**config.mk**
```make
export PLATFORM = sky130hd
export DESIGN_NAME = qcw_ramp_controller
export DESIGN_NICKNAME = d
export VERILOG_FILES = /design/src/rtl/qcw_ramp_controller.sv
export SDC_FILE = /design/constraint.sdc
export NUM_CORES = 1
export LEC_CHECK = 0
export BUFFER_PORTS_ARGS = -buffer_cell sky130_fd_sc_hd__clkbuf_2
export CELL_PAD_IN_SITES_DETAIL_PLACEMENT = 0
export CELL_PAD_IN_SITES_GLOBAL_PLACEMENT = 1
export CORE_ASPECT_RATIO = 1.2
export CORE_UTILIZATION = 25
export CTS_CLUSTER_DIAMETER = 100
export DETAILED_ROUTE_END_ITERATION = 8
export PLACE_DENSITY = 0.56
export SETUP_SLACK_MARGIN = 0.5
export SLEW_MARGIN = 20
export SYNTH_ARGS = -nofsm -noshare
export SYNTH_HDL_FRONTEND = slang
export SYNTH_SLANG_ARGS = --single-unit
```
**constraint.sdc**
```tcl
create_clock -name clk -period 6.1 [get_ports clk]
set_input_delay 0.915 -clock clk [delete_from_list [all_inputs] [get_ports clk]]
set_output_delay 0.915 -clock clk [all_outputs]
set_load 0.03 [all_outputs]
```
**src/rtl/qcw_ramp_controller.sv**
```systemverilog
// -----------------------------------------------------------------------------
// qcw_ramp_controller
//
// Burst sequencer for the QCW H-bridge oscillator. A trigger edge starts a
// burst. The controller preloads the oscillator period and the start phase,
// then enables the oscillator for a programmed number of RF periods. On every
// period_done pulse it ramps the phase shift from start towards end, using a
// PHASE_W.FRAC_W fixed-point accumulator. After the burst it holds the
// oscillator off for max(cfg_holdoff, MIN_HOLDOFF) clock cycles.
//
// Optional feature: define QCW_SOFT_STOP_EN to enable a ramp-down phase. With
// it, a normal burst end walks the phase back to start before it disables the
// oscillator. Abort and watchdog always skip the ramp-down.
//
// Ports
//   clk, rst            clock and asynchronous active-high reset
//   cfg_*               burst configuration, captured on the accepted trigger
//   trigger             burst request (rising edge detected internally)
//   abort               level; stops an active burst immediately
//   period_done         1-cycle pulse from the oscillator at each period wrap
//   osc_enable          oscillator enable
//   osc_load            1-cycle strobe qualifying osc_period_value/phase_shift
//   osc_period_value    period handed to the oscillator
//   osc_phase_shift     phase handed to the oscillator
//   busy                high whenever the sequencer is not idle
//   burst_count         period_done pulses counted in current/last burst
//   trig_rejected       1-cycle pulse: trigger edge arrived while busy
//   fault               sticky period_done watchdog fault
// -----------------------------------------------------------------------------
module qcw_ramp_controller #(
  parameter int PERIOD_W    = 12,
  parameter int PHASE_W     = 8,
  parameter int FRAC_W      = 8,
  parameter int COUNT_W     = 16,
  parameter int HOLD_W      = 24,
  parameter int MIN_HOLDOFF = 100000
) (
  input  logic                      clk,
  input  logic                      rst,
  input  logic [PERIOD_W-1:0]       cfg_period,
  input  logic [PHASE_W-1:0]        cfg_phase_start,
  input  logic [PHASE_W-1:0]        cfg_phase_end,
  input  logic [PHASE_W+FRAC_W-1:0] cfg_ramp_step,
  input  logic [COUNT_W-1:0]        cfg_burst_len,
  input  logic [HOLD_W-1:0]         cfg_holdoff,
  input  logic                      trigger,
  input  logic                      abort,
  input  logic                      period_done,
  output logic                      osc_enable,
  output logic                      osc_load,
  output logic [PERIOD_W-1:0]       osc_period_value,
  output logic [PHASE_W-1:0]        osc_phase_shift,
  output logic                      busy,
  output logic [COUNT_W-1:0]        burst_count,
  output logic                      trig_rejected,
  output logic                      fault
);

  localparam int ACC_W = PHASE_W + FRAC_W;
  localparam int WD_W  = PERIOD_W + 2;  // holds 4 * period

  localparam logic [2:0] S_IDLE     = 3'd0;
  localparam logic [2:0] S_PRELOAD  = 3'd1;
  localparam logic [2:0] S_RAMP     = 3'd2;
  localparam logic [2:0] S_RAMPDOWN = 3'd3;
  localparam logic [2:0] S_HOLDOFF  = 3'd4;

  localparam logic [HOLD_W-1:0] L_MIN_HOLD = HOLD_W'(MIN_HOLDOFF);

  // State and shadow configuration
  logic [2:0]          r_state;
  logic                r_trig_d;
  logic [PHASE_W-1:0]  r_start;
  logic [PHASE_W-1:0]  r_end;
  logic [ACC_W-1:0]    r_step;
  logic [COUNT_W-1:0]  r_len;
  logic [HOLD_W-1:0]   r_holdoff;
  logic [ACC_W-1:0]    r_acc;
  logic [WD_W-1:0]     r_wd;
  logic [HOLD_W-1:0]   r_hold;

  // Output registers
  logic                r_osc_enable;
  logic                r_osc_load;
  logic [PERIOD_W-1:0] r_osc_period_value;
  logic [PHASE_W-1:0]  r_osc_phase_shift;
  logic                r_busy;
  logic [COUNT_W-1:0]  r_burst_count;
  logic                r_trig_rejected;
  logic                r_fault;

  // Next-state values
  logic [2:0]          w_state_nxt;
  logic [PHASE_W-1:0]  w_start_nxt;
  logic [PHASE_W-1:0]  w_end_nxt;
  logic [ACC_W-1:0]    w_step_nxt;
  logic [COUNT_W-1:0]  w_len_nxt;
  logic [HOLD_W-1:0]   w_holdoff_nxt;
  logic [ACC_W-1:0]    w_acc_nxt;
  logic [WD_W-1:0]     w_wd_nxt;
  logic [HOLD_W-1:0]   w_hold_nxt;
  logic                w_en_nxt;
  logic                w_load_nxt;
  logic [PERIOD_W-1:0] w_period_nxt;
  logic [PHASE_W-1:0]  w_phase_nxt;
  logic [COUNT_W-1:0]  w_cnt_nxt;
  logic                w_fault_nxt;

  // Datapath helpers
  logic                w_trig_edge;
  logic [ACC_W-1:0]    w_start_acc;
  logic [ACC_W-1:0]    w_end_acc;
  logic [ACC_W:0]      w_sum;
  logic [ACC_W:0]      w_diff;
  logic [ACC_W-1:0]    w_up;
  logic [ACC_W-1:0]    w_down;
  logic [COUNT_W-1:0]  w_cnt_inc;
  logic                w_len_hit;
  logic [WD_W-1:0]     w_wd_limit;
  logic [WD_W-1:0]     w_wd_inc;
  logic                w_wd_expired;
  logic [HOLD_W-1:0]   w_hold_target;
  logic [HOLD_W:0]     w_hold_inc;
  logic                w_hold_done;

  assign w_trig_edge = trigger & ~r_trig_d;
  assign w_start_acc = {r_start, {FRAC_W{1'b0}}};
  assign w_end_acc   = {r_end, {FRAC_W{1'b0}}};

  // One guard bit on the sum catches overflow before the clamp against end.
  assign w_sum  = {1'b0, r_acc} + {1'b0, r_step};
  assign w_up   = (w_sum > {1'b0, w_end_acc}) ? w_end_acc : w_sum[ACC_W-1:0];
  // A set guard bit on the difference means a borrow, so the result clamps to start.
  assign w_diff = {1'b0, r_acc} - {1'b0, r_step};
  assign w_down = (w_diff[ACC_W] || (w_diff < {1'b0, w_start_acc})) ?
                  w_start_acc : w_diff[ACC_W-1:0];

  assign w_cnt_inc = (&r_burst_count) ? r_burst_count : (r_burst_count + COUNT_W'(1));
  assign w_len_hit = (w_cnt_inc >= r_len);

  // osc_period_value holds the captured period for the whole burst.
  assign w_wd_limit   = {r_osc_period_value, 2'b00};
  assign w_wd_inc     = r_wd + WD_W'(1);
  assign w_wd_expired = (w_wd_inc >= w_wd_limit);

  assign w_hold_target = (r_holdoff > L_MIN_HOLD) ? r_holdoff : L_MIN_HOLD;
  assign w_hold_inc    = {1'b0, r_hold} + {{HOLD_W{1'b0}}, 1'b1};
  assign w_hold_done   = (w_hold_inc >= {1'b0, w_hold_target});

  // Sequencer next-state and datapath update
  always_comb begin
    w_state_nxt   = r_state;
    w_start_nxt   = r_start;
    w_end_nxt     = r_end;
    w_step_nxt    = r_step;
    w_len_nxt     = r_len;
    w_holdoff_nxt = r_holdoff;
    w_acc_nxt     = r_acc;
    w_wd_nxt      = r_wd;
    w_hold_nxt    = r_hold;
    w_en_nxt      = r_osc_enable;
    w_load_nxt    = 1'b0;
    w_period_nxt  = r_osc_period_value;
    w_phase_nxt   = r_osc_phase_shift;
    w_cnt_nxt     = r_burst_count;
    w_fault_nxt   = r_fault;

    case (r_state)
      S_IDLE: begin
        // abort held at the trigger edge suppresses the burst silently
        if (w_trig_edge && !abort) begin
          w_start_nxt   = cfg_phase_start;
          w_end_nxt     = cfg_phase_end;
          w_step_nxt    = cfg_ramp_step;
          w_len_nxt     = (cfg_burst_len == {COUNT_W{1'b0}}) ? COUNT_W'(1) : cfg_burst_len;
          w_holdoff_nxt = cfg_holdoff;
          w_acc_nxt     = {cfg_phase_start, {FRAC_W{1'b0}}};
          w_period_nxt  = cfg_period;
          w_phase_nxt   = cfg_phase_start;
          w_load_nxt    = 1'b1;
          w_cnt_nxt     = {COUNT_W{1'b0}};
          w_fault_nxt   = 1'b0;
          w_wd_nxt      = {WD_W{1'b0}};
          w_state_nxt   = S_PRELOAD;
        end else begin
          w_state_nxt = S_IDLE;
        end
      end

      S_PRELOAD: begin
        w_wd_nxt = {WD_W{1'b0}};
        if (abort) begin
          w_en_nxt    = 1'b0;
          w_hold_nxt  = {HOLD_W{1'b0}};
          w_state_nxt = S_HOLDOFF;
        end else begin
          w_en_nxt    = 1'b1;
          w_state_nxt = S_RAMP;
        end
      end

      S_RAMP: begin
        if (abort) begin
          w_en_nxt    = 1'b0;
          w_wd_nxt    = {WD_W{1'b0}};
          w_hold_nxt  = {HOLD_W{1'b0}};
          w_state_nxt = S_HOLDOFF;
        end else if (period_done) begin
          w_cnt_nxt = w_cnt_inc;
          w_wd_nxt  = {WD_W{1'b0}};
          // The terminating period_done ends the burst without a new load.
          if (w_len_hit) begin
`ifdef QCW_SOFT_STOP_EN
            w_state_nxt = S_RAMPDOWN;
`else
            w_en_nxt    = 1'b0;
            w_hold_nxt  = {HOLD_W{1'b0}};
            w_state_nxt = S_HOLDOFF;
`endif
          end else begin
            w_acc_nxt   = w_up;
            w_phase_nxt = w_up[ACC_W-1 -: PHASE_W];
            w_load_nxt  = 1'b1;
          end
        end else if (w_wd_expired) begin
          w_fault_nxt = 1'b1;
          w_en_nxt    = 1'b0;
          w_wd_nxt    = {WD_W{1'b0}};
          w_hold_nxt  = {HOLD_W{1'b0}};
          w_state_nxt = S_HOLDOFF;
        end else begin
          w_wd_nxt = w_wd_inc;
        end
      end

`ifdef QCW_SOFT_STOP_EN
      S_RAMPDOWN: begin
        if (abort) begin
          w_en_nxt    = 1'b0;
          w_wd_nxt    = {WD_W{1'b0}};
          w_hold_nxt  = {HOLD_W{1'b0}};
          w_state_nxt = S_HOLDOFF;
        end else if (period_done) begin
          w_cnt_nxt = w_cnt_inc;
          w_wd_nxt  = {WD_W{1'b0}};
          if (r_acc == w_start_acc) begin
            w_en_nxt    = 1'b0;
            w_hold_nxt  = {HOLD_W{1'b0}};
            w_state_nxt = S_HOLDOFF;
          end else begin
            w_acc_nxt   = w_down;
            w_phase_nxt = w_down[ACC_W-1 -: PHASE_W];
            w_load_nxt  = 1'b1;
          end
        end else if (w_wd_expired) begin
          w_fault_nxt = 1'b1;
          w_en_nxt    = 1'b0;
          w_wd_nxt    = {WD_W{1'b0}};
          w_hold_nxt  = {HOLD_W{1'b0}};
          w_state_nxt = S_HOLDOFF;
        end else begin
          w_wd_nxt = w_wd_inc;
        end
      end
`endif

      S_HOLDOFF: begin
        // r_hold counts edges since osc_enable fell
        if (w_hold_done) begin
          w_hold_nxt  = {HOLD_W{1'b0}};
          w_state_nxt = S_IDLE;
        end else begin
          w_hold_nxt = w_hold_inc[HOLD_W-1:0];
        end
      end

      default: begin
        w_en_nxt    = 1'b0;
        w_state_nxt = S_IDLE;
      end
    endcase
  end

  // Register stage for state, shadow config and all outputs
  always_ff @(posedge clk or posedge rst) begin
    if (rst) begin
      r_state            <= S_IDLE;
      r_trig_d           <= 1'b0;
      r_start            <= {PHASE_W{1'b0}};
      r_end              <= {PHASE_W{1'b0}};
      r_step             <= {ACC_W{1'b0}};
      r_len              <= {COUNT_W{1'b0}};
      r_holdoff          <= {HOLD_W{1'b0}};
      r_acc              <= {ACC_W{1'b0}};
      r_wd               <= {WD_W{1'b0}};
      r_hold             <= {HOLD_W{1'b0}};
      r_osc_enable       <= 1'b0;
      r_osc_load         <= 1'b0;
      r_osc_period_value <= {PERIOD_W{1'b0}};
      r_osc_phase_shift  <= {PHASE_W{1'b0}};
      r_busy             <= 1'b0;
      r_burst_count      <= {COUNT_W{1'b0}};
      r_trig_rejected    <= 1'b0;
      r_fault            <= 1'b0;
    end else begin
      r_state            <= w_state_nxt;
      r_trig_d           <= trigger;
      r_start            <= w_start_nxt;
      r_end              <= w_end_nxt;
      r_step             <= w_step_nxt;
      r_len              <= w_len_nxt;
      r_holdoff          <= w_holdoff_nxt;
      r_acc              <= w_acc_nxt;
      r_wd               <= w_wd_nxt;
      r_hold             <= w_hold_nxt;
      r_osc_enable       <= w_en_nxt;
      r_osc_load         <= w_load_nxt;
      r_osc_period_value <= w_period_nxt;
      r_osc_phase_shift  <= w_phase_nxt;
      r_busy             <= (w_state_nxt != S_IDLE);
      r_burst_count      <= w_cnt_nxt;
      r_trig_rejected    <= w_trig_edge && (r_state != S_IDLE);
      r_fault            <= w_fault_nxt;
    end
  end

  assign osc_enable       = r_osc_enable;
  assign osc_load         = r_osc_load;
  assign osc_period_value = r_osc_period_value;
  assign osc_phase_shift  = r_osc_phase_shift;
  assign busy             = r_busy;
  assign burst_count      = r_burst_count;
  assign trig_rejected    = r_trig_rejected;
  assign fault            = r_fault;

endmodule
```
; ---- After elaboration in Yosys (flattened, before gate mapping)
; Index checks and enable logic that the tools add are counted.
[word_totals]
input_bits = 89
ff_bits = 163
out_inout_bits = 41
[classes]
n_eq_ne = 12
add_sub_neg = 4
reduce_logical = 19
order_cmp = 5
n_bitwise = 3
n_mux = 54
[ops]
columns = operator, n
row1 = 24-bit two-way mux, 7
row2 = 16-bit two-way mux, 10
row3 = 24-bit one-hot mux with 3 select lines, 1
row4 = 16-bit one-hot mux with 2 select lines, 2
row5 = 14-bit two-way mux, 4
row6 = 14-bit one-hot mux with 3 select lines, 1
row7 = 8-bit two-way mux, 4
row8 = "24-bit by 1-bit adder with 25-bit output, second input constant", 1
row9 = 25-bit by 24-bit greater-or-equal comparator with 1-bit output, 1
row10 = "24-bit by 17-bit greater-than comparator with 1-bit output, second input constant", 1
row11 = 3-bit two-way mux, 6
row12 = 16-bit by 16-bit adder with 17-bit output, 1
row13 = 17-bit by 16-bit greater-than comparator with 1-bit output, 1
row14 = "16-bit by 1-bit adder with 16-bit output, second input constant", 1
row15 = 16-bit greater-or-equal comparator, 1
row16 = 16-bit logical NOT, 1
row17 = 8-bit one-hot mux with 2 select lines, 1
row18 = 16-bit AND reduction, 1
row19 = "14-bit by 1-bit adder with 14-bit output, second input constant", 1
row20 = 14-bit greater-or-equal comparator, 1
row21 = 1-bit two-way mux, 14
row22 = "2-bit != test, second input constant", 7
row23 = 3-bit one-hot mux with 4 select lines, 1
row24 = 3-bit nonzero test, 4
row25 = 17 further kinds, 24

; ---- Logic depth before layout (Yosys ltp)
; Gate-level depths: netlist of run 1.
[logic_depth]
depth_word = 8
depth_mapped = 18
depth_no_buf = 15

; ---- Least setup slack after synthesis of run 1
; No wires, ideal clock.
[synth_timing]
path_type = reg-to-reg
start = register r_burst_count[2], in the netlist burst_count[2]
end = register r_acc[8]
path_stages_with_launch = 17
setup_ps = 120
setup_slack_ps = 2083
n_path_buf = 2
t_required_ps = 5980
arrival_ps = 3897
synth_period_minus_slack_ps = 4017
path_cell_list = dfrtp_1 > buf_2 > and4_1 > nand4_2 > nor4_2 > nor2_1 > nand2_1 > xnor2_1 > ha_1 > a21oi_1 > o21ai_0 > a2111oi_0 > a2bb2oi_1 > and3_1 > buf_2 > o21ai_0 > o211a_1
[synth_via]
elab_chain_cells = 5
[synth_rtl]
columns = element, line_no
row1 = start: declaration, 88  ; logic [COUNT_W-1:0] r_burst_count;
row2 = start signal: assignment, 302  ; r_burst_count <= {COUNT_W{1'b0}};
row3 = start signal: assignment, 321  ; r_burst_count <= w_cnt_nxt;
row4 = 16-bit by 1-bit adder with 16-bit output / 16-bit AND reduction (equally long branches), 138  ; assign w_cnt_inc = (&r_burst_count) ? r_burst_count : (r_burst_count + COUNT_W'(1));
row5 = 16-bit two-way mux *, 138
row6 = 16-bit greater-or-equal comparator *, 139  ; assign w_len_hit = (w_cnt_inc >= r_len);
row7 = 2-bit != test (no source line) *, n/a
row8 = 5-bit AND reduction (no source line) *, n/a
row9 = end signal: assignment, 294  ; r_acc <= {ACC_W{1'b0}};
row10 = end signal: assignment, 313  ; r_acc <= w_acc_nxt;
row11 = end: declaration, 78  ; logic [ACC_W-1:0] r_acc;
; Mark *: on every way between the ends. The rest lies on a longest branch, timed or not.
; A chain may end at the register's enable or synchronous reset.

; ---- Worst setup path in the final report of run 1
[layout_timing]
start = register r_burst_count[2], in the netlist burst_count[2]
end = register r_hold[4]
[layout_via]
elab_chain_cells = 5
[layout_rtl]
columns = element, line_no
row1 = 16-bit by 1-bit adder with 16-bit output / 16-bit AND reduction (equally long branches), 138
row2 = 16-bit two-way mux *, 138
row3 = 16-bit greater-or-equal comparator *, 139
row4 = 4-bit != test (no source line) *, n/a
row5 = 4-bit AND reduction (no source line) *, n/a
row6 = end signal: assignment, 296  ; r_hold <= {HOLD_W{1'b0}};
row7 = end signal: assignment, 315  ; r_hold <= w_hold_nxt;
row8 = end: declaration, 80  ; logic [HOLD_W-1:0] r_hold;
; Marks and branches as above.

==> results of run 1 <==
layout make-up:
class                      count  share of cell area (%)
antenna                        1                  0.0222
clock buffer                  19                    3.92
clock inverter                13                    1.48
inverter                      60                    2.06
multi-input combinational    822                    46.6
sequential                   155                    34.3
tap                          480                    5.32
timing repair buffer         137                    6.25
cell families after synthesis:
| group | share of synthesized area [%] |
|---|---|
| mux | 0.456 |
| fa+ha+maj | 10.5 |
| compound gates | 18.8 |
| xor+xnor | 4.56 |
| flops | 40.4 |
| simple gates | 20.5 |
| buf+inv | 4.77 |
state kept, by name, summed over array words and instances, names as in the netlist, 3 cells and up:
name,flops
r_end,8
r_step,16
r_hold,24
r_wd,14
r_holdoff,24
osc_period_value,12
r_len,16
r_acc,16
burst_count,16
r_state,3
worst paths after layout:
kind	depth (start not counted)	endpoint	slack, ns
max in group asynchronous	3	r_holdoff[9]$_DFFE_PP0P_	4.37
max reg2reg	14	r_hold[4]$_DFFE_PP0P_	1.31
min	2	r_step[9]$_DFFE_PP0P_	0.48
min in group asynchronous	2	r_holdoff[19]$_DFFE_PP0P_	0.66
max	14	r_hold[4]$_DFFE_PP0P_	1.31
min reg2reg	2	r_step[9]$_DFFE_PP0P_	0.48
routing by layer:
| metal | share of wire, % | wire length (µm) | track usage [%] | vias up |
|---|---|---|---|---|
| met5 | 0 | 0 | 0 | - |
| met4 | 2.2 | 609 | 5.95 | 0 |
| met3 | 2.6 | 731 | 2.18 | 26 |
| met2 | 49 | 13900 | 25.8 | 136 |
| met1 | 46 | 13000 | 19.1 | 3849 |
| li1 | - | - | - | 4054 |
power groups by stage:
stage | sequential, mW | combinational [mW] | clock [mW]
final | 1.61 | 2.33 | 1.14
after global placement | 1.63 | 2.34 | 0
after CTS | 1.61 | 2.36 | 1.18
after detailed placement | 1.62 | 2.34 | 0
after floorplan | 1.65 | 1.68 | 0
after global routing | 1.65 | 2.64 | 1.22
worst max-delay path, cell delays in order, from the launching register on:
cell and delay (ns):
dfrtp_1 0.48, and4_1 0.28, nand4_2 0.18, nor4_2 0.67, nor2_1 0.26, nand2_1 0.17, xnor2_1 0.13, ha_1 0.26
a21oi_1 0.14, o21ai_0 0.12, a2111oi_0 0.41, a2bb2oi_1 0.48, a21oi_1 0.21, o22ai_2 0.66, a22o_1 0.26
synth_stat cells, drive strengths merged, types with 3 or more instances:
| library cell | number | area share [%] |
|---|---|---|
| a2111oi | 4 | 0.36 |
| a211oi | 11 | 0.91 |
| a21o | 20 | 1.6 |
| a21oi | 40 | 2.1 |
| a22o | 31 | 2.9 |
| a31o | 3 | 0.27 |
| a31oi | 12 | 0.78 |
| a41oi | 3 | 0.27 |
| and2 | 11 | 0.73 |
| and3 | 12 | 0.78 |
| and4 | 3 | 0.27 |
| buf | 18 | 1.2 |
| clkbuf | 30 | 1.2 |
| dfrtp | 155 | 40 |
| ha | 79 | 10 |
| inv | 60 | 2.3 |
| mux2 | 3 | 0.35 |
| nand2 | 208 | 8.1 |
| nand2b | 13 | 0.85 |
| nand3 | 35 | 1.8 |
| nand4 | 21 | 1.4 |
| nor2 | 61 | 2.4 |
| nor2b | 7 | 0.46 |
| nor3 | 15 | 0.95 |
| nor4 | 10 | 0.78 |
| o2111ai | 4 | 0.36 |
| o211ai | 12 | 0.99 |
| o21a | 7 | 0.55 |
| o21ai | 87 | 4.6 |
| o22ai | 3 | 0.26 |
| o31ai | 14 | 1.2 |
| or2 | 10 | 0.65 |
| or3 | 6 | 0.39 |
| xnor2 | 32 | 2.9 |
| xor2 | 18 | 1.6 |
metrics by stage:
| step | worst slack (ns) | power [mW] |
|---|---|---|
| finish | 1.31 | 5.08 |
| global placement | 1.38 | 3.97 |
| global route | 0.854 | 5.51 |
| floorplan | 1.01 | 3.33 |
| detailed placement | 1.28 | 3.96 |
| CTS | 1.25 | 5.14 |
==> flow_metrics.env, run 1 <==
export IMPL_power_share_clock_pct=22.4
export IMPL_cp_max_fo=16
export IMPL_period_needed_ns=4.79
export IMPL_fillCellCount=4046
export IMPL_cp_required_ns=6.48
export IMPL_place_congestion=0.815
export IMPL_route_detailed_drc=0
export IMPL_syn_to_final_growth_pct=17.7
export IMPL_power_internal_mw=2.87
export IMPL_start_util_pct=25.4
export IMPL_dp_cells=1654
export IMPL_clock_sinks=155
export IMPL_seq_area_um2=3880
export IMPL_p_comb_share_pct=45.9
export IMPL_synth_distinct_cells=76
export IMPL_antenna_found_initial=1
export IMPL_seqPwrFrac_pct=31.6
export IMPL_hold_start="r_step[9]$_DFFE_PP0P_"
export IMPL_wl_per_cell_um=16.7
export IMPL_core_um2=37900
export IMPL_clkLatencyLatePin_ns=0.45
export IMPL_wl_um=28200
export IMPL_cp_arrival_ns=5.17
export IMPL_dp_hpwl_um=21000
export IMPL_postPlaceCellArea_um2=10700
export IMPL_overflow=0
export IMPL_switchingPower_mw=2.21
export IMPL_timing_fmax_mhz=209
export IMPL_via_per_inst=4.78
export IMPL_cts_tree="done"
export IMPL_setup_viol=0
export IMPL_cts_hold_buf=0
export IMPL_io_pins=130
export IMPL_portBuffers=129
export IMPL_totalNegativeSetupSlack_ns=0
export IMPL_ys_flop_type="dfrtp_1"
export IMPL_nets=1362
export IMPL_rsz0062_at_grt="false"
export IMPL_p_sw_share_pct=43.6
export IMPL_final_period_utilization_pct=78.5
export IMPL_worstMarginPinSlew_ns=0.968
export IMPL_drt_first_iter_violations=467
export IMPL_synth_edf_count=0
export IMPL_postCtsSetupBuffers=0
export IMPL_ctsResizeCount=0
export IMPL_die_area_um2=39200
export IMPL_synth_warnings=0
export IMPL_finalMaxSlewViolations=0
export IMPL_grt_max_degree=101
export IMPL_cts_root_buf="clkbuf_16"
export IMPL_hold_viol=0
export IMPL_final_cell_mix="nand2_1 (207), dfrtp_1 (155), clkbuf_2 (129)"
export IMPL_dr_pass1_iters=5
export IMPL_htreeDepth=4
export IMPL_die_w_um=181
export IMPL_startpoint="burst_count[2]$_DFFE_PP0P_"
export IMPL_num_vias=8065
export IMPL_hp_class="flip-flop to flip-flop"
export IMPL_cts_buffer_depth=2
export IMPL_final_core_util_pct=29.8
export IMPL_power_leakage_nw=5.48
export IMPL_multiInputGateArea_um2=5270
export IMPL_slew_headroom_pct=35.5
export IMPL_skew_ns=0.0150
export IMPL_antenna_left=0
export IMPL_die_y_um=217
export IMPL_syn_inst=1085
export IMPL_grt_usage_pct=15.1
export IMPL_async_flop_share_pct=100
export IMPL_syn_area_per_cell_um2=8.85
export IMPL_final_cell_count_no_fill=1687
export IMPL_grt_pass1_vias=8181
export IMPL_rows=78
export IMPL_synth_seq_area_share_pct=40.4
export IMPL_cp_start_kind="flip-flop"
export IMPL_crit_type="flip-flop to flip-flop"
export IMPL_netlist_area_um2=9600
export IMPL_outcome="finished, final reports clean"
export IMPL_fin_area_um2=11300
export IMPL_grt_pass1_wl_um=45800
export IMPL_power_density_nw_per_um2=450
export IMPL_max_vdd_ir_drop_v=0.000234
export IMPL_clk_pin_slew_ns=0.07
export IMPL_layout_drive_gt1_share_pct=17.4
export IMPL_final_common_cell="nand2_1"
export IMPL_drv_cap=0
export IMPL_holdWs_ns=0.482
export IMPL_r2r_start="burst_count[2]$_DFFE_PP0P_"
export IMPL_synth_seq_cells=155
export IMPL_syn_num_nets=1254
export IMPL_crit_path_end_kind="flip-flop"
export IMPL_cts_buffers=17
Power figures use the tool's default switching activity.
==> run 2: changes to the inputs <==
Settings changed: PLACE_DENSITY 0.56 to 0.57.
Clock period 6.1 ns to 4.35 ns, I/O delays scaled along.
==> flow_metrics.env, run 2 (same netlist as run 1, synthesis figures left out) <==
export IMPL_hold_viol=0
export IMPL_critPathSlowestCell="or4b_4"
export IMPL_antenna_found_initial=0
export IMPL_final_common_cell="nand2_1"
export IMPL_postPlaceCellArea_um2=10900
export IMPL_critical_path_top_delay_family="compound AO/OA/AOI/OAI gates"
export IMPL_setup_viol=0
export IMPL_power_leakage_nw=5.92
export IMPL_cp_required_ns=4.73
export IMPL_wl_per_cell_um=16.8
export IMPL_grt_pass1_wl_um=46000
export IMPL_dp_hpwl_um=21100
export IMPL_multiInputGateArea_um2=5740
export IMPL_core_um2=37900
export IMPL_io_pins=130
export IMPL_reg_largest_list="r_hold: 24 flops, r_holdoff: 24 flops"
export IMPL_antenna_left=0
export IMPL_power_density_nw_per_um2=651
export IMPL_drv_cap=0
export IMPL_crit_type="flip-flop to flip-flop"
export IMPL_grt_usage_pct=15.1
export IMPL_outcome="finished, final reports clean"
export IMPL_final_period_utilization_pct=90.3
export IMPL_htreeDepth=4
export IMPL_finalMaxSlewViolations=0
export IMPL_clk_pin_slew_ns=0.06
export IMPL_rsz0062_at_grt="true"
export IMPL_layout_drive_gt1_share_pct=26.0
export IMPL_overflow=0
export IMPL_wl_um=29100
export IMPL_r2r_cells=13
export IMPL_cpPeakStageDelay_ns=0.47
export IMPL_die_area_um2=39200
export IMPL_start_util_pct=25.4
export IMPL_route_detailed_drc=0
export IMPL_final_cell_mix="nand2_1 (206), dfrtp_1 (149), clkbuf_2 (129)"
export IMPL_dr_pass1_iters=7
export IMPL_hp_class="input pin to async pin"
export IMPL_crit_cells=13
export IMPL_rows=78
export IMPL_fin_area_um2=12300
export IMPL_skew_ns=0.0113
export IMPL_timing_fmax_mhz=255
export IMPL_die_y_um=217
export IMPL_worstMarginPinSlew_ns=0.771
export IMPL_cp_start_kind="flip-flop"
export IMPL_n_antenna_cell=0
export IMPL_syn_to_final_growth_pct=27.7
export IMPL_slew_headroom_pct=48.4
export IMPL_cts_buffers=17
export IMPL_period_needed_ns=3.93
export IMPL_critPathBufInv=0
export IMPL_via_per_inst=4.78
export IMPL_place_congestion=0.809
export IMPL_max_vdd_ir_drop_v=0.000360
export IMPL_grt_max_degree=101
export IMPL_clock_sinks=155
export IMPL_r2r_start="r_acc[6]$_DFFE_PP0P_"
export IMPL_clkLatencyLatePin_ns=0.44
export IMPL_crit_path_end_kind="flip-flop"
export IMPL_cp_max_fo=6
export IMPL_num_vias=8312
export IMPL_startpoint="r_acc[6]$_DFFE_PP0P_"
export IMPL_nets=1414
export IMPL_drt_first_iter_violations=455
export IMPL_cts_buffer_depth=2
export IMPL_portBuffers=129
export IMPL_path_cells="ha_4 > a2111oi_4 > o21ai_4 > a41oi_2 > o211a_1 > o311ai_4 > ha_4 > or4b_4 > nor4_4 > nand4b_1 > o31a_4 > nor3_4 > a22o_2"
export IMPL_die_w_um=181
export IMPL_cp_arrival_ns=4.31
export IMPL_grt_pass1_vias=8389
export IMPL_cts_tree="done"
export IMPL_fillCellCount=3986
export IMPL_cts_root_buf="clkbuf_16"
export IMPL_crit_top_cell="ha_4"
export IMPL_totalNegativeSetupSlack_ns=0
export IMPL_seq_area_um2=3890
[run 2: through the flow]
step | cells | util, % | total power, mW | hold slack, ns | worst slack [ns]
after floorplan | 1085 | - | 4.68 | 0.450 | 0.529
after global placement | 1678 | 28.9 | 5.66 | 0.465 | 0.161
after detailed placement | 1678 | 28.9 | 5.68 | 0.470 | 0.0767
after CTS | 1721 | 31.3 | 7.76 | 0.272 | 0.389
after global routing | 1738 | 32.4 | 8.58 | 0.315 | 0.287
final | 1738 | 32.4 | 7.98 | 0.270 | 0.421
[run 2: final cells by class]
type / count / area share [%]
well taps: 480 / 4.90
clock buffers: 21 / 3.76
multi-input cells: 822 / 46.8
flip-flops and latches: 155 / 31.7
inverters: 60 / 1.89
clock inverters: 11 / 1.55
repair buffers: 189 / 9.38
[run 2: final timing paths]
check	end	slack, ns
max reg2reg	r_acc[5]$_DFFE_PP0P_	0.42
min in group clk	r_trig_d$_DFF_PP0_	0.39
min reg2reg	r_step[10]$_DFFE_PP0P_	0.48
max	r_acc[5]$_DFFE_PP0P_	0.42
min	osc_period_value[8]$_DFFE_PP0P_	0.27
max in group asynchronous	burst_count[2]$_DFFE_PP0P_	3.07
[run 2: routing by layer]
layer  global-route usage [%]  part of all wire [%]
met1                     18.9                    45
met4                     5.10                   1.5
met5                        0                     0
met3                     2.64                   2.9
met2                     26.2                    50
[run 2: repair_timing]
item	4_1_cts	5_1_grt
setup endpoints to repair	43	49
endpoints found under the hold margin	0	0
buffers inserted	11	16
gates cloned	0	1
hold buffers	0	0
pin swaps	20	32
resized for setup	41	64
[run 2: report_power, final]
group | leakage, nW | switching, mW | internal (mW) | total (mW)
logic | 3.59 | 2.38 | 1.64 | 4.01
registers | 2.01 | 0.373 | 1.90 | 2.28
clock network | 0.317 | 0.642 | 1.05 | 1.69
total | 5.92 | 3.39 | 4.59 | 7.98
==> run 3: changes to the inputs <==
Settings changed: BUFFER_PORTS_ARGS -buffer_cell sky130_fd_sc_hd__clkbuf_2 to not set, DONT_BUFFER_PORTS set to 1, PLACE_DENSITY 0.57 to 0.53.
==> flow_metrics.env, run 3 (same netlist as run 1, synthesis figures left out) <==
export IMPL_n_antenna_cell=0
export IMPL_cts_buffers=17
export IMPL_final_period_utilization_pct=92.9
export IMPL_crit_end="r_acc[3]$_DFFE_PP0P_"
export IMPL_skew_ns=0.0169
export IMPL_finalMaxSlewViolations=0
export IMPL_num_vias=8027
export IMPL_die_area_um2=39200
export IMPL_hp_class="input pin to async pin"
export IMPL_clkLatencyLatePin_ns=0.46
export IMPL_drv_cap=0
export IMPL_rows=78
export IMPL_slew_headroom_pct=36.9
export IMPL_cts_hold_buf=0
export IMPL_power_density_nw_per_um2=692
export IMPL_htreeDepth=4
export IMPL_power_leakage_nw=5.53
export IMPL_grt_pass1_wl_um=46200
export IMPL_startpoint="r_acc[0]$_DFFE_PP0P_"
export IMPL_r2r_cells=19
export IMPL_overflow=0
export IMPL_cp_required_ns=4.73
export IMPL_place_congestion=0.807
export IMPL_die_y_um=217
export IMPL_crit_path_end_kind="flip-flop"
export IMPL_finalWorstSetupSlack_ns=0.308
export IMPL_seqPwrFrac_pct=30.0
export IMPL_critPathSlowestCell="dfrtp_1"
export IMPL_setup_viol=0
export IMPL_place_worst_setup_slack_ns=0.000896
export IMPL_dp_cells=1571
export IMPL_start_util_pct=25.4
export IMPL_postPlaceCellArea_um2=10400
export IMPL_p_sw_share_pct=43.5
export IMPL_fin_total_pwr_mw=8.20
export IMPL_final_core_util_pct=31.3
export IMPL_drt_first_iter_violations=374
export IMPL_rsz0062_at_grt="true"
export IMPL_final_cell_count_no_fill=1639
export IMPL_outcome="finished, final reports clean"
export IMPL_via_per_inst=4.90
export IMPL_syn_to_final_growth_pct=23.4
export IMPL_clock_sinks=155
export IMPL_power_internal_mw=4.63
export IMPL_worstMarginPinSlew_ns=0.942
export IMPL_period_needed_ns=4.04
export IMPL_grt_pass1_vias=8028
export IMPL_switchingPower_mw=3.57
export IMPL_dp_hpwl_um=21600
export IMPL_totalNegativeSetupSlack_ns=0
export IMPL_cts_buffer_depth=2
export IMPL_hold_viol=0
export IMPL_cts_root_buf="clkbuf_16"
export IMPL_cts_tree="done"
export IMPL_antenna_left=0
export IMPL_power_share_clock_pct=19.9
export IMPL_wl_um=29600
export IMPL_portBuffers=0
export IMPL_crit_top_cell="buf_4"
export IMPL_dr_pass1_iters=5
export IMPL_core_um2=37900
export IMPL_final_cell_mix="nand2_1 (205), dfrtp_1 (151), buf_4 (77)"
export IMPL_reg2reg_setup_slack_ns=0.31
export IMPL_nets=1315
export IMPL_clk_pin_slew_ns=0.08
export IMPL_die_w_um=181
export IMPL_timing_fmax_mhz=247
export IMPL_crit_type="flip-flop to flip-flop"
export IMPL_cp_start_kind="flip-flop"
export IMPL_p_comb_share_pct=50.1
export IMPL_path_cells="ha_4 > fa_2 > a211oi_4 > o31ai_4 > o2111ai_2 > buf_4 > buf_6 > a21oi_4 > xnor2_2 > ha_1 > nand4b_1 > nor4_4 > nand4b_1 > buf_4 > o31ai_4 > buf_6 > buf_4 > nand3_4 > o21ai_0"
export IMPL_grt_usage_pct=15.4
export IMPL_layout_drive_gt1_share_pct=19.2
export IMPL_final_common_cell="nand2_1"
export IMPL_reg_largest_list="r_hold: 24 flops, r_holdoff: 24 flops"
export IMPL_io_pins=130
export IMPL_antenna_found_initial=0
export IMPL_max_vdd_ir_drop_v=0.000362
export IMPL_fin_area_um2=11900
export IMPL_holdWs_ns=0.192
export IMPL_route_detailed_drc=0
export IMPL_wl_per_cell_um=18.1
export IMPL_r2r_start="r_acc[0]$_DFFE_PP0P_"
export IMPL_grt_max_degree=84
export IMPL_cp_max_fo=5
export IMPL_cpPeakStageDelay_ns=0.42
export IMPL_worstReg2RegEnd="r_acc[3]$_DFFE_PP0P_"
export IMPL_cp_arrival_ns=4.43
-- run 3: cell types whose count changed in the layout (fill, tap and decap cells not counted), moves of 3 or more --
cell,before,now
a22o_2,6,0
a22o_4,0,6
buf_4,52,77
buf_6,3,7
clkbuf_2,129,0
nor2b_1,7,4
nor2b_4,0,3
o21ai_0,70,73
-- run 3: worst max-delay path: cells and delay by family (launching register included) --
family | cells | cell delay [ns]
xor+xnor | 1 | 0.16
compound gates | 6 | 1.10
fa+ha+maj | 3 | 0.86
flops | 1 | 0.42
simple gates | 4 | 0.72
buf+inv | 5 | 0.70
-- run 3: cell type report --
class	instances	area, µm²
fillers	4002	26000
multi-input cells	824	5780
flip-flops and latches	155	3880
repair buffers	88	737
well taps	480	601
clock buffers	19	453
inverters	60	231
clock inverters	13	164
-- run 3: worst min-delay path by stage --
stage | start | endpoint | slack, ns | depth (start not counted)
detailed placement | r_step[11]$_DFFE_PP0P_ | r_step[11]$_DFFE_PP0P_ | 0.47 | 2
global placement | r_step[12]$_DFFE_PP0P_ | r_step[12]$_DFFE_PP0P_ | 0.47 | 2
floorplan | r_step[10]$_DFFE_PP0P_ | r_step[10]$_DFFE_PP0P_ | 0.45 | 2
global route | trigger | r_trig_d$_DFF_PP0_ | 0.20 | 0
finish | rst | r_hold[16]$_DFFE_PP0P_ | 0.19 | 1
CTS | rst | r_hold[23]$_DFFE_PP0P_ | 0.19 | 1
-- run 3: metal layers --
metal	global-route usage [%]	share of wire [%]
met1	18.6	44
met2	26.6	50
met3	3.98	4.1
met4	4.53	1.2
met5	0	0
-- run 3: what timing repair did --
action | CTS | global route
gates resized for setup | 48 | 56
pin swaps | 26 | 32
endpoints found under the setup margin | 42 | 44
gates cloned | 1 | 2
buffers inserted | 22 | 11
-- run 3: power by group through the flow --
stage	sequential [mW]	combinational, mW	clock, mW
2_1_floorplan	2.31	2.37	0
3_3_place_gp	2.46	3.09	0
3_5_place_dp	2.46	3.10	0
4_1_cts	2.44	3.80	1.69
5_1_grt	2.52	4.56	1.74
6_report	2.46	4.11	1.64
